$ cat src/rtl/regfile_seq_pkg.sv
// rtl/regfile_seq_pkg.sv - shared types and helpers for the register-pair command sequencer
package regfile_seq_pkg;

  typedef enum logic [2:0] {
    OP_NOP    = 3'd0,
    OP_LDLO   = 3'd1,
    OP_LDHI   = 3'd2,
    OP_LDPAIR = 3'd3,
    OP_RDPAIR = 3'd4,
    OP_STPAIR = 3'd5,
    OP_MOVE   = 3'd6,
    OP_RSVD   = 3'd7
  } op_e;

  typedef enum logic [2:0] {
    PAIR_BC = 3'd0,
    PAIR_DE = 3'd1,
    PAIR_HL = 3'd2,
    PAIR_WZ = 3'd3,
    PAIR_PC = 3'd4,
    PAIR_SP = 3'd5
  } pair_e;

  typedef enum logic [1:0] {
    ST_IDLE = 2'd0,
    ST_PH1  = 2'd1,
    ST_PH2  = 2'd2
  } state_e;

  typedef struct packed {
    logic lreg_wr;
    logic rreg_wr;
    logic lreg_rd;
    logic rreg_rd;
    logic dreg_wr;
    logic dreg_rd;
  } strobe_t;

  localparam logic [2:0] PAIR_ILLEGAL_MIN = 3'd6;

  function automatic logic pair_legal(input logic [2:0] code);
    return code < PAIR_ILLEGAL_MIN;
  endfunction

  function automatic logic op_two_phase(input op_e op);
    return (op == OP_LDPAIR) || (op == OP_STPAIR) || (op == OP_MOVE);
  endfunction

  function automatic logic op_uses_src(input op_e op);
    return (op == OP_RDPAIR) || (op == OP_STPAIR) || (op == OP_MOVE);
  endfunction

  function automatic logic op_uses_dst(input op_e op);
    return (op == OP_LDLO) || (op == OP_LDHI) || (op == OP_LDPAIR) || (op == OP_MOVE);
  endfunction

endpackage

$ cat src/rtl/regfile_seq_pairdec.sv
// rtl/regfile_seq_pairdec.sv - pair code plus enable to one-hot select {bc,de,hl,wz,pc,sp}
module regfile_seq_pairdec
  import regfile_seq_pkg::*;
(
  input  logic [2:0] pair_code,
  input  logic       en,
  output logic [5:0] sel
);

  // Bit 5 is BC down to bit 0 for SP; illegal codes select nothing.
  always_comb begin
    sel = '0;
    if (en && pair_legal(pair_code)) begin
      sel = 6'b100000 >> pair_code;
    end
  end

endmodule

$ cat src/rtl/regfile_seq.sv
// rtl/regfile_seq.sv - register-pair command sequencer; REGFILE_SEQ_ERR_EN adds cmd_err
module regfile_seq
  import regfile_seq_pkg::*;
(
  input  logic       clk,
  input  logic       rst,
  input  logic       cmd_valid,
  output logic       cmd_ready,
  input  logic [2:0] cmd_op,
  input  logic [2:0] cmd_src,
  input  logic [2:0] cmd_dst,
  output logic       bc_rw,
  output logic       de_rw,
  output logic       hl_rw,
  output logic       wz_rw,
  output logic       pc_rw,
  output logic       sp_rw,
  output logic       lreg_wr,
  output logic       rreg_wr,
  output logic       lreg_rd,
  output logic       rreg_rd,
  output logic       dreg_wr,
  output logic       dreg_rd,
  output logic       busy,
`ifdef REGFILE_SEQ_ERR_EN
  output logic       cmd_err,
`endif
  output logic       done
);

  state_e     state, state_next;
  op_e        op_q;
  logic [2:0] src_q, dst_q;

  op_e        eff_op;
  logic [2:0] eff_src, eff_dst;
  logic [2:0] code_n;
  logic       active_n;
  strobe_t    strb_raw, strb_n, strb_q;
  logic [5:0] sel_n, sel_q;
  logic       done_n, done_q, ready_q, busy_q;

  logic handshake;
  assign handshake = (state == ST_IDLE) && cmd_valid && ready_q;

  always_comb begin
    state_next = state;
    case (state)
      ST_IDLE: if (handshake) state_next = ST_PH1;
      ST_PH1:  state_next = op_two_phase(op_q) ? ST_PH2 : ST_IDLE;
      default: state_next = ST_IDLE;
    endcase
  end

  // Outputs are decoded from the state being entered so they can be registered
  // and still appear in the first cycle of that state.
  always_comb begin
    eff_op   = (state == ST_IDLE) ? op_e'(cmd_op) : op_q;
    eff_src  = (state == ST_IDLE) ? cmd_src : src_q;
    eff_dst  = (state == ST_IDLE) ? cmd_dst : dst_q;
    code_n   = eff_dst;
    active_n = 1'b0;
    strb_raw = '0;
    if (state_next == ST_PH1) begin
      case (eff_op)
        OP_LDLO:   begin active_n = 1'b1; strb_raw.lreg_wr = 1'b1; end
        OP_LDHI:   begin active_n = 1'b1; strb_raw.rreg_wr = 1'b1; end
        OP_LDPAIR: begin active_n = 1'b1; strb_raw.lreg_wr = 1'b1; end
        OP_RDPAIR: begin active_n = 1'b1; code_n = eff_src; strb_raw.dreg_rd = 1'b1; end
        OP_STPAIR: begin active_n = 1'b1; code_n = eff_src; strb_raw.lreg_rd = 1'b1; end
        OP_MOVE:   begin active_n = 1'b1; code_n = eff_src; strb_raw.dreg_rd = 1'b1; end
        default:   active_n = 1'b0;
      endcase
    end else if (state_next == ST_PH2) begin
      case (eff_op)
        OP_LDPAIR: begin active_n = 1'b1; strb_raw.rreg_wr = 1'b1; end
        OP_STPAIR: begin active_n = 1'b1; code_n = eff_src; strb_raw.rreg_rd = 1'b1; end
        OP_MOVE:   begin active_n = 1'b1; strb_raw.dreg_wr = 1'b1; end
        default:   active_n = 1'b0;
      endcase
    end
    strb_n = (active_n && pair_legal(code_n)) ? strb_raw : '0;
    done_n = ((state_next == ST_PH1) && !op_two_phase(eff_op)) || (state_next == ST_PH2);
  end

  regfile_seq_pairdec u_pairdec (
    .pair_code (code_n),
    .en        (active_n),
    .sel       (sel_n)
  );

  always_ff @(posedge clk or negedge rst) begin
    if (!rst) begin
      state   <= ST_IDLE;
      op_q    <= OP_NOP;
      src_q   <= '0;
      dst_q   <= '0;
      sel_q   <= '0;
      strb_q  <= '0;
      ready_q <= 1'b0;
      busy_q  <= 1'b0;
      done_q  <= 1'b0;
    end else begin
      state   <= state_next;
      if (handshake) begin
        op_q  <= op_e'(cmd_op);
        src_q <= cmd_src;
        dst_q <= cmd_dst;
      end
      sel_q   <= sel_n;
      strb_q  <= strb_n;
      ready_q <= (state_next == ST_IDLE);
      busy_q  <= (state_next != ST_IDLE);
      done_q  <= done_n;
    end
  end

`ifdef REGFILE_SEQ_ERR_EN
  logic err_n, err_q;
  always_comb begin
    err_n = done_n && ((eff_op == OP_RSVD)
                       || (op_uses_src(eff_op) && !pair_legal(eff_src))
                       || (op_uses_dst(eff_op) && !pair_legal(eff_dst)));
  end

  always_ff @(posedge clk or negedge rst) begin
    if (!rst) err_q <= 1'b0;
    else      err_q <= err_n;
  end

  assign cmd_err = err_q;
`endif

  assign cmd_ready = ready_q;
  assign busy      = busy_q;
  assign done      = done_q;
  assign {bc_rw, de_rw, hl_rw, wz_rw, pc_rw, sp_rw} = sel_q;
  assign lreg_wr   = strb_q.lreg_wr;
  assign rreg_wr   = strb_q.rreg_wr;
  assign lreg_rd   = strb_q.lreg_rd;
  assign rreg_rd   = strb_q.rreg_rd;
  assign dreg_wr   = strb_q.dreg_wr;
  assign dreg_rd   = strb_q.dreg_rd;

endmodule

$ cat config.mk
export PLATFORM = sky130hd
export DESIGN_NAME = regfile_seq
export DESIGN_NICKNAME = d
export VERILOG_FILES = /design/src/rtl/regfile_seq_pkg.sv /design/src/rtl/regfile_seq_pairdec.sv /design/src/rtl/regfile_seq.sv
export SDC_FILE = /design/constraint.sdc
export NUM_CORES = 1
export LEC_CHECK = 0
export ABC_AREA = 0
export ABC_CLOCK_PERIOD_IN_PS = 1600
export CAP_MARGIN = 5
export CORE_AREA = 10 10 92 94
export CTS_BUF_LIST = sky130_fd_sc_hd__clkbuf_8
export CTS_CLUSTER_DIAMETER = 50
export DETAILED_ROUTE_END_ITERATION = 10
export DIE_AREA = 0 0 102 104
export PLACE_DENSITY = 0.49
export SYNTH_ARGS = -nofsm -noshare
export SYNTH_HDL_FRONTEND = slang
export SYNTH_SLANG_ARGS = --single-unit
$ cat constraint.sdc
create_clock -name clk -period 1.6 [get_ports clk]
set_input_delay 0.48 -clock clk [delete_from_list [all_inputs] [get_ports clk]]
set_output_delay 0.48 -clock clk [all_outputs]
set_load 0.02 [all_outputs]
== Word-level counts from Yosys, hierarchy flattened ==
Cells that the tools add are included.

* Flip-flop bits (word level): 26
* Bits in latches: 0
* Bits in writable memories: 0
* Bits in read-only memories: 0
* Input bits: 12
* Output and inout bits: 15
* Logic and storage cells: 75
* Memories kept: 0

* Add/sub/neg operators: 0
* $mul: 0
* Div/mod/pow operators: 0
* Order comparisons: 1
* Eq/ne operators: 12
* Shift-type cells: 1
* Mux-type cells: 29
* Bitwise gates (word level): 0
* Reduce and logical (&&, ||, !) cells: 18

{| class="wikitable"
|+ Operators by type and width
! operator !! count
|-
| two-way mux 3 bit || 7
|-
| == test 3 bit (second input constant) || 5
|-
| two-way mux 1 bit || 15
|-
| two-way mux 6 bit || 2
|-
| == test 3 x 2 -> 1 bit (second input constant) || 3
|-
| two-way mux 2 bit || 4
|-
| OR reduction 3 bit || 2
|-
| OR reduction 6 bit || 1
|-
| >> shifter 6 x 3 -> 6 bit (first input constant) || 1
|-
| logical OR 1 bit || 5
|-
| == test 2 x 1 -> 1 bit (second input constant) || 2
|-
| logical AND 1 bit || 4
|-
| zero test 2 bit || 2
|-
| case mux 2 bit (2 select lines) || 1
|-
| OR reduction 2 bit || 2
|-
| == test 3 x 1 -> 1 bit (second input constant) || 1
|-
| < comparator 3 bit (second input constant) || 1
|-
| == test 2 bit (second input constant) || 1
|-
| nonzero test 2 bit || 1
|-
| zero test 1 bit || 1
|}

== Depth between registers and ports, before layout ==
* Word-level depth: 11
* Mapped depth: 6
* Gate-level depth less buffers: 6

== By module ==
Synthesis repeated with hierarchy kept, for this count alone.

* Cells, all modules: 112
* Area, all modules: 1256.2 um^2

{| class="wikitable"
|+ Modules (own cells, without submodules)
! module !! times used !! cells an instance !! area each (um^2) !! seq. area each (um^2)
|-
| regfile_seq || 1 || 106 || 1181.1 || 650.6
|-
| regfile_seq_pairdec || 1 || 6 || 75.1 || 0.0
|}

== Worst setup path before layout ==
Ideal clock, no wire load.

* Path kind: flip-flop to flip-flop
* Start point: register state[0]
* End point: register sel_q[0]
* Setup time: 140 ps
* Arrival time: 1571 ps
* Required time: 1460 ps
* Setup slack: -111 ps
* Cell stages (with the launch flop): 5
* Buffers on the path: 0
* Path through: dfrtp_1 -> nor2_4 -> mux2i_4 -> mux2i_4 -> a211oi_2

* Word-level cells in the longest chain between the ends: 11
* Elaborated cells on any way between the ends: 32

{| class="wikitable"
|+ Ends and longest elaborated chain
! element !! RTL line !! RTL
|-
| start: declaration || regfile_seq.sv:31 || <nowiki>state_e state, state_next;</nowiki>
|-
| start signal: assignment || regfile_seq.sv:104 || <nowiki>state <= state_next;</nowiki>
|-
| zero test 2 bit || n/a ||
|-
| logical AND 1 bit (2 in series) || regfile_seq.sv:44 || <nowiki>assign handshake = (state == ST_IDLE) && cmd_valid && ready_q;</nowiki>
|-
| two-way mux 2 bit || regfile_seq.sv:49 || <nowiki>ST_IDLE: if (handshake) state_next = ST_PH1;</nowiki>
|-
| case mux 2 bit (2 select lines) || regfile_seq.sv:48 || <nowiki>case (state)</nowiki>
|-
| == test 2 bit || regfile_seq.sv:74 || <nowiki>end else if (state_next == ST_PH2) begin</nowiki>
|-
| two-way mux 3 bit || regfile_seq.sv:74 ||
|-
| two-way mux 3 bit || regfile_seq.sv:64 || <nowiki>if (state_next == ST_PH1) begin</nowiki>
|-
| < comparator 3 bit || regfile_seq_pkg.sv:42 || <nowiki>return code < PAIR_ILLEGAL_MIN;</nowiki>
|-
| logical AND 1 bit || regfile_seq_pairdec.sv:13 || <nowiki>if (en && pair_legal(pair_code)) begin</nowiki>
|-
| two-way mux 6 bit (*) || regfile_seq_pairdec.sv:13 ||
|-
| net sel_n[0] || regfile_seq.sv:40 || <nowiki>logic [5:0] sel_n, sel_q;</nowiki>
|-
| end signal: assignment || regfile_seq.sv:110 || <nowiki>sel_q <= sel_n;</nowiki>
|-
| end: declaration || regfile_seq.sv:40 ||
|}

The timed path passes the listed nets; every way through them passes the cells marked *.
A chain may end at the register's enable or synchronous reset.

== Final worst setup path ==
* Start point: register state[1]
* End point: register sel_q[4]

The elaborated chain is that of the path after synthesis.

==> summary.txt <==
Outcome
  – Status: complete, but fails checks
  – Failing checks: negative setup slack

Floorplan
  – Die footprint: 10,610 um^2
  – Die Ht: 104 um
  – Initial Utilization: 24.14%
  – Core area: 6681 um^2
  – Row count: 30
  – # IOs: 27
  – Die Width: 102 um

Setup path
  – Bufs and invs on worst path: 1
  – Startpoint Class: flop
  – Cell Chain, Critical Path: buf_12, or4_4, o31ai_2, nand4_1, a211oi_2
  – Max incr delay on CP: 0.51 ns
  – Critical path arrival: 1.94 ns
  – Crit path max-delay family: simple AND/OR/NAND/NOR gates
  – Endpoint class of the critical path: flop
  – Crit Path Class: reg -> reg
  – Worst-path fanout max: 7
  – Worst path slowest cell: or4_4
  – WP data required: 1.79 ns

Final layout
  – Multi-input gate area: 1022 um^2
  – Fin nets: 225
  – Fillers: 661
  – Most frequent cells in the layout: nand2_1, buf_4, dfrtp_1
  – Antenna cell count: 0
  – Reg area: 654.4 um^2
  – Most common cell after layout, fill and taps aside: nand2_1
  – Share of post-route cells with drive strength above 1: 45.28%
  – Area Overhead vs Synth: 56.40%

Detailed routing
  – Drt pass-1 iters: 4
  – M1 WL: 2052 um
  – WL/cell: 15.22 um
  – Final ANT Viol Nets: 0
  – Number of DRC markers in iteration 0: 51
  – WL met3: 260 um
  – Via count: 1,365
  – Met2 wire length: 2085 um
  – Total Wirelength: 4443 um
  – # DRC: 0
  – Highest routed layer: met4
  – Avg Vias per Cell: 4.675

STA
  – Relative slew slack: 74.85%
  – Period Utilization, post-route: 109.1%
  – Slew Viols, Final: 0
  – PnR worst setup slack: -0.1452 ns
  – RSZ-0062 raised after global routing: yes
  – F_max: 573.0 MHz
  – Worst Skew: 0.01026 ns
  – Worst Max-Slew Pin Slew: 0.3773 ns
  – Setup TNS: -1.155 ns
  – Final min period: 1.745 ns
  – Fin. Hold Viols: 0
  – Final setup fails: 12

GRT
  – Number of global-route vias before repair: 1,444
  – Grt total ovfl: 0
  – Largest net degree at the start of global routing: 27
  – First-pass GRT wire length: 7217 um
  – Initial antenna violation count: 0
  – GR Util All Layers: 8.301%

Clocking
  – Clk sinks: 26
  – Clock transition at the registers of the reported paths: 0.10 ns
  – CTS tree: built
  – Max clock buf depth: 2
  – Total CTS buffers: 3
  – # H-tree levels: 1
  – CTS Root Cell: clkbuf_8
  – Later-pin clock latency in the skew report: 0.28 ns

Synthesis
  – Post-Syn Area per Cell: 10.82 um^2
  – Prevailing post-synth register cell: dfrtp_1
  – Post-synthesis cell type count: 52
  – #FFs+latches synth: 26
  – Main area contributors after synthesis: dfrtp_1, nand2_1, a211oi_2
  – Register area share after synthesis: 40.34%
  – Post-synthesis cell count: 149
  – Mapped Area: 1613 um^2
  – Synth area leader: dfrtp_1
  – Synth Warn #: 0
  – Synth Net Count: 161
  – Number of synthesized flops with an enable pin: 0
  – Async SR Flop Fraction: 100.0%
  – Post-synth top area share: 40.34%

Job
  – MaxCap Viol Count: 0

Power and ir drop
  – Total Power: 4.874 mW
  – Leakage: 1.115 nW
  – Power per cell area: 1932 nW/um^2
  – Maximum vdd drop: 0.5238 mV

Place
  – Post-DP HPWL: 3273 um
  – Placer Congestion: 0.7562
  – Port bufs: 26

Min path
  – Min-delay worst type: reg -> reg
-- cell type report --
type	instances	area share [%]
multi-input combinational	110	40.53
timing repair buffer	68	26.59
sequential	26	25.94
tap	80	3.968
clock buffer	4	2.183
inverter	4	0.7937
-- worst paths after layout --
path                       cells past startpoint       end  slack, ns     start
setup / recovery                               5  sel_q[4]      -0.15  state[1]
hold / removal                                 2  src_q[0]       0.51  src_q[0]
setup reg to reg                               5  sel_q[4]      -0.15  state[1]
hold reg to reg                                2  src_q[0]       0.51  src_q[0]
max in group asynchronous                      2  state[1]       0.89       rst
min in group asynchronous                      2   lreg_wr       0.53       rst
-- registers in the layout (all words and copies together), names as in the netlist, 2 cells and up --
register,cells
state,2
op_q,3
dst_q,3
sel_q,6
src_q,3
-- worst reg2reg max path: stages (launching register included) --
cell and delay, ns:
dfrtp_2 0.50, buf_12 0.17, or4_4 0.51, o31ai_2 0.08
nand4_1 0.15, a211oi_2 0.25
-- power by group --
| part | internal [mW] | switching (mW) |
|---|---|---|
| Sequential | 0.874 | 0.239 |
| Combinational | 1.68 | 1.62 |
| Clock | 0.221 | 0.236 |
-- logic make-up after synthesis --
family / count (synthesis) / share of synthesized area (%)
buf+inv: 13 / 5.353
xor+xnor: 2 / 1.552
simple gates: 64 / 24.21
compound gates: 34 / 20.33
flops: 26 / 40.34
mux: 10 / 8.223
-- per-stage QoR --
step | util, % | worst slack (ns) | hold WS (ns) | cell area [um^2] | cells
after floorplan | - | -0.08118 | 0.1844 | 1615 | 149
after global placement | 33.30 | -0.5089 | 0.4790 | 2225 | 278
after detailed placement | 33.30 | -0.5605 | 0.4850 | 2225 | 278
after CTS | 35.13 | -0.1443 | 0.5085 | 2347 | 284
after global routing | 37.75 | -0.1951 | 0.5452 | 2522 | 292
final | 37.75 | -0.1452 | 0.5066 | 2522 | 292
-- routing by layer --
| metal | track usage (%) | vias to the layer above |
|---|---|---|
| met4 | 2.117 | 0 |
| met2 | 12.65 | 25 |
| li1 | - | 676 |
| met5 | 0 | - |
| met3 | 2.791 | 5 |
| met1 | 10.86 | 659 |
-- synthesized netlist by cell type (3+ instances only) --
cell type and instances:
buf_6 3, inv_1 3, nand2b_1 5, or4b_1 4, o211ai_1 7, dfrtp_1 26
nand2_1 31, a211oi_2 7, nand4_1 6, mux2i_1 5
-- repair_timing --
item	in CTS	in global routing
resized for setup	37	27
setup buffers	2	8
endpoints found under the hold margin	0	0
setup endpoints to repair	28	22
pin swaps	10	14
hold buffers	0	0
(Power assumes the default switching activity.)
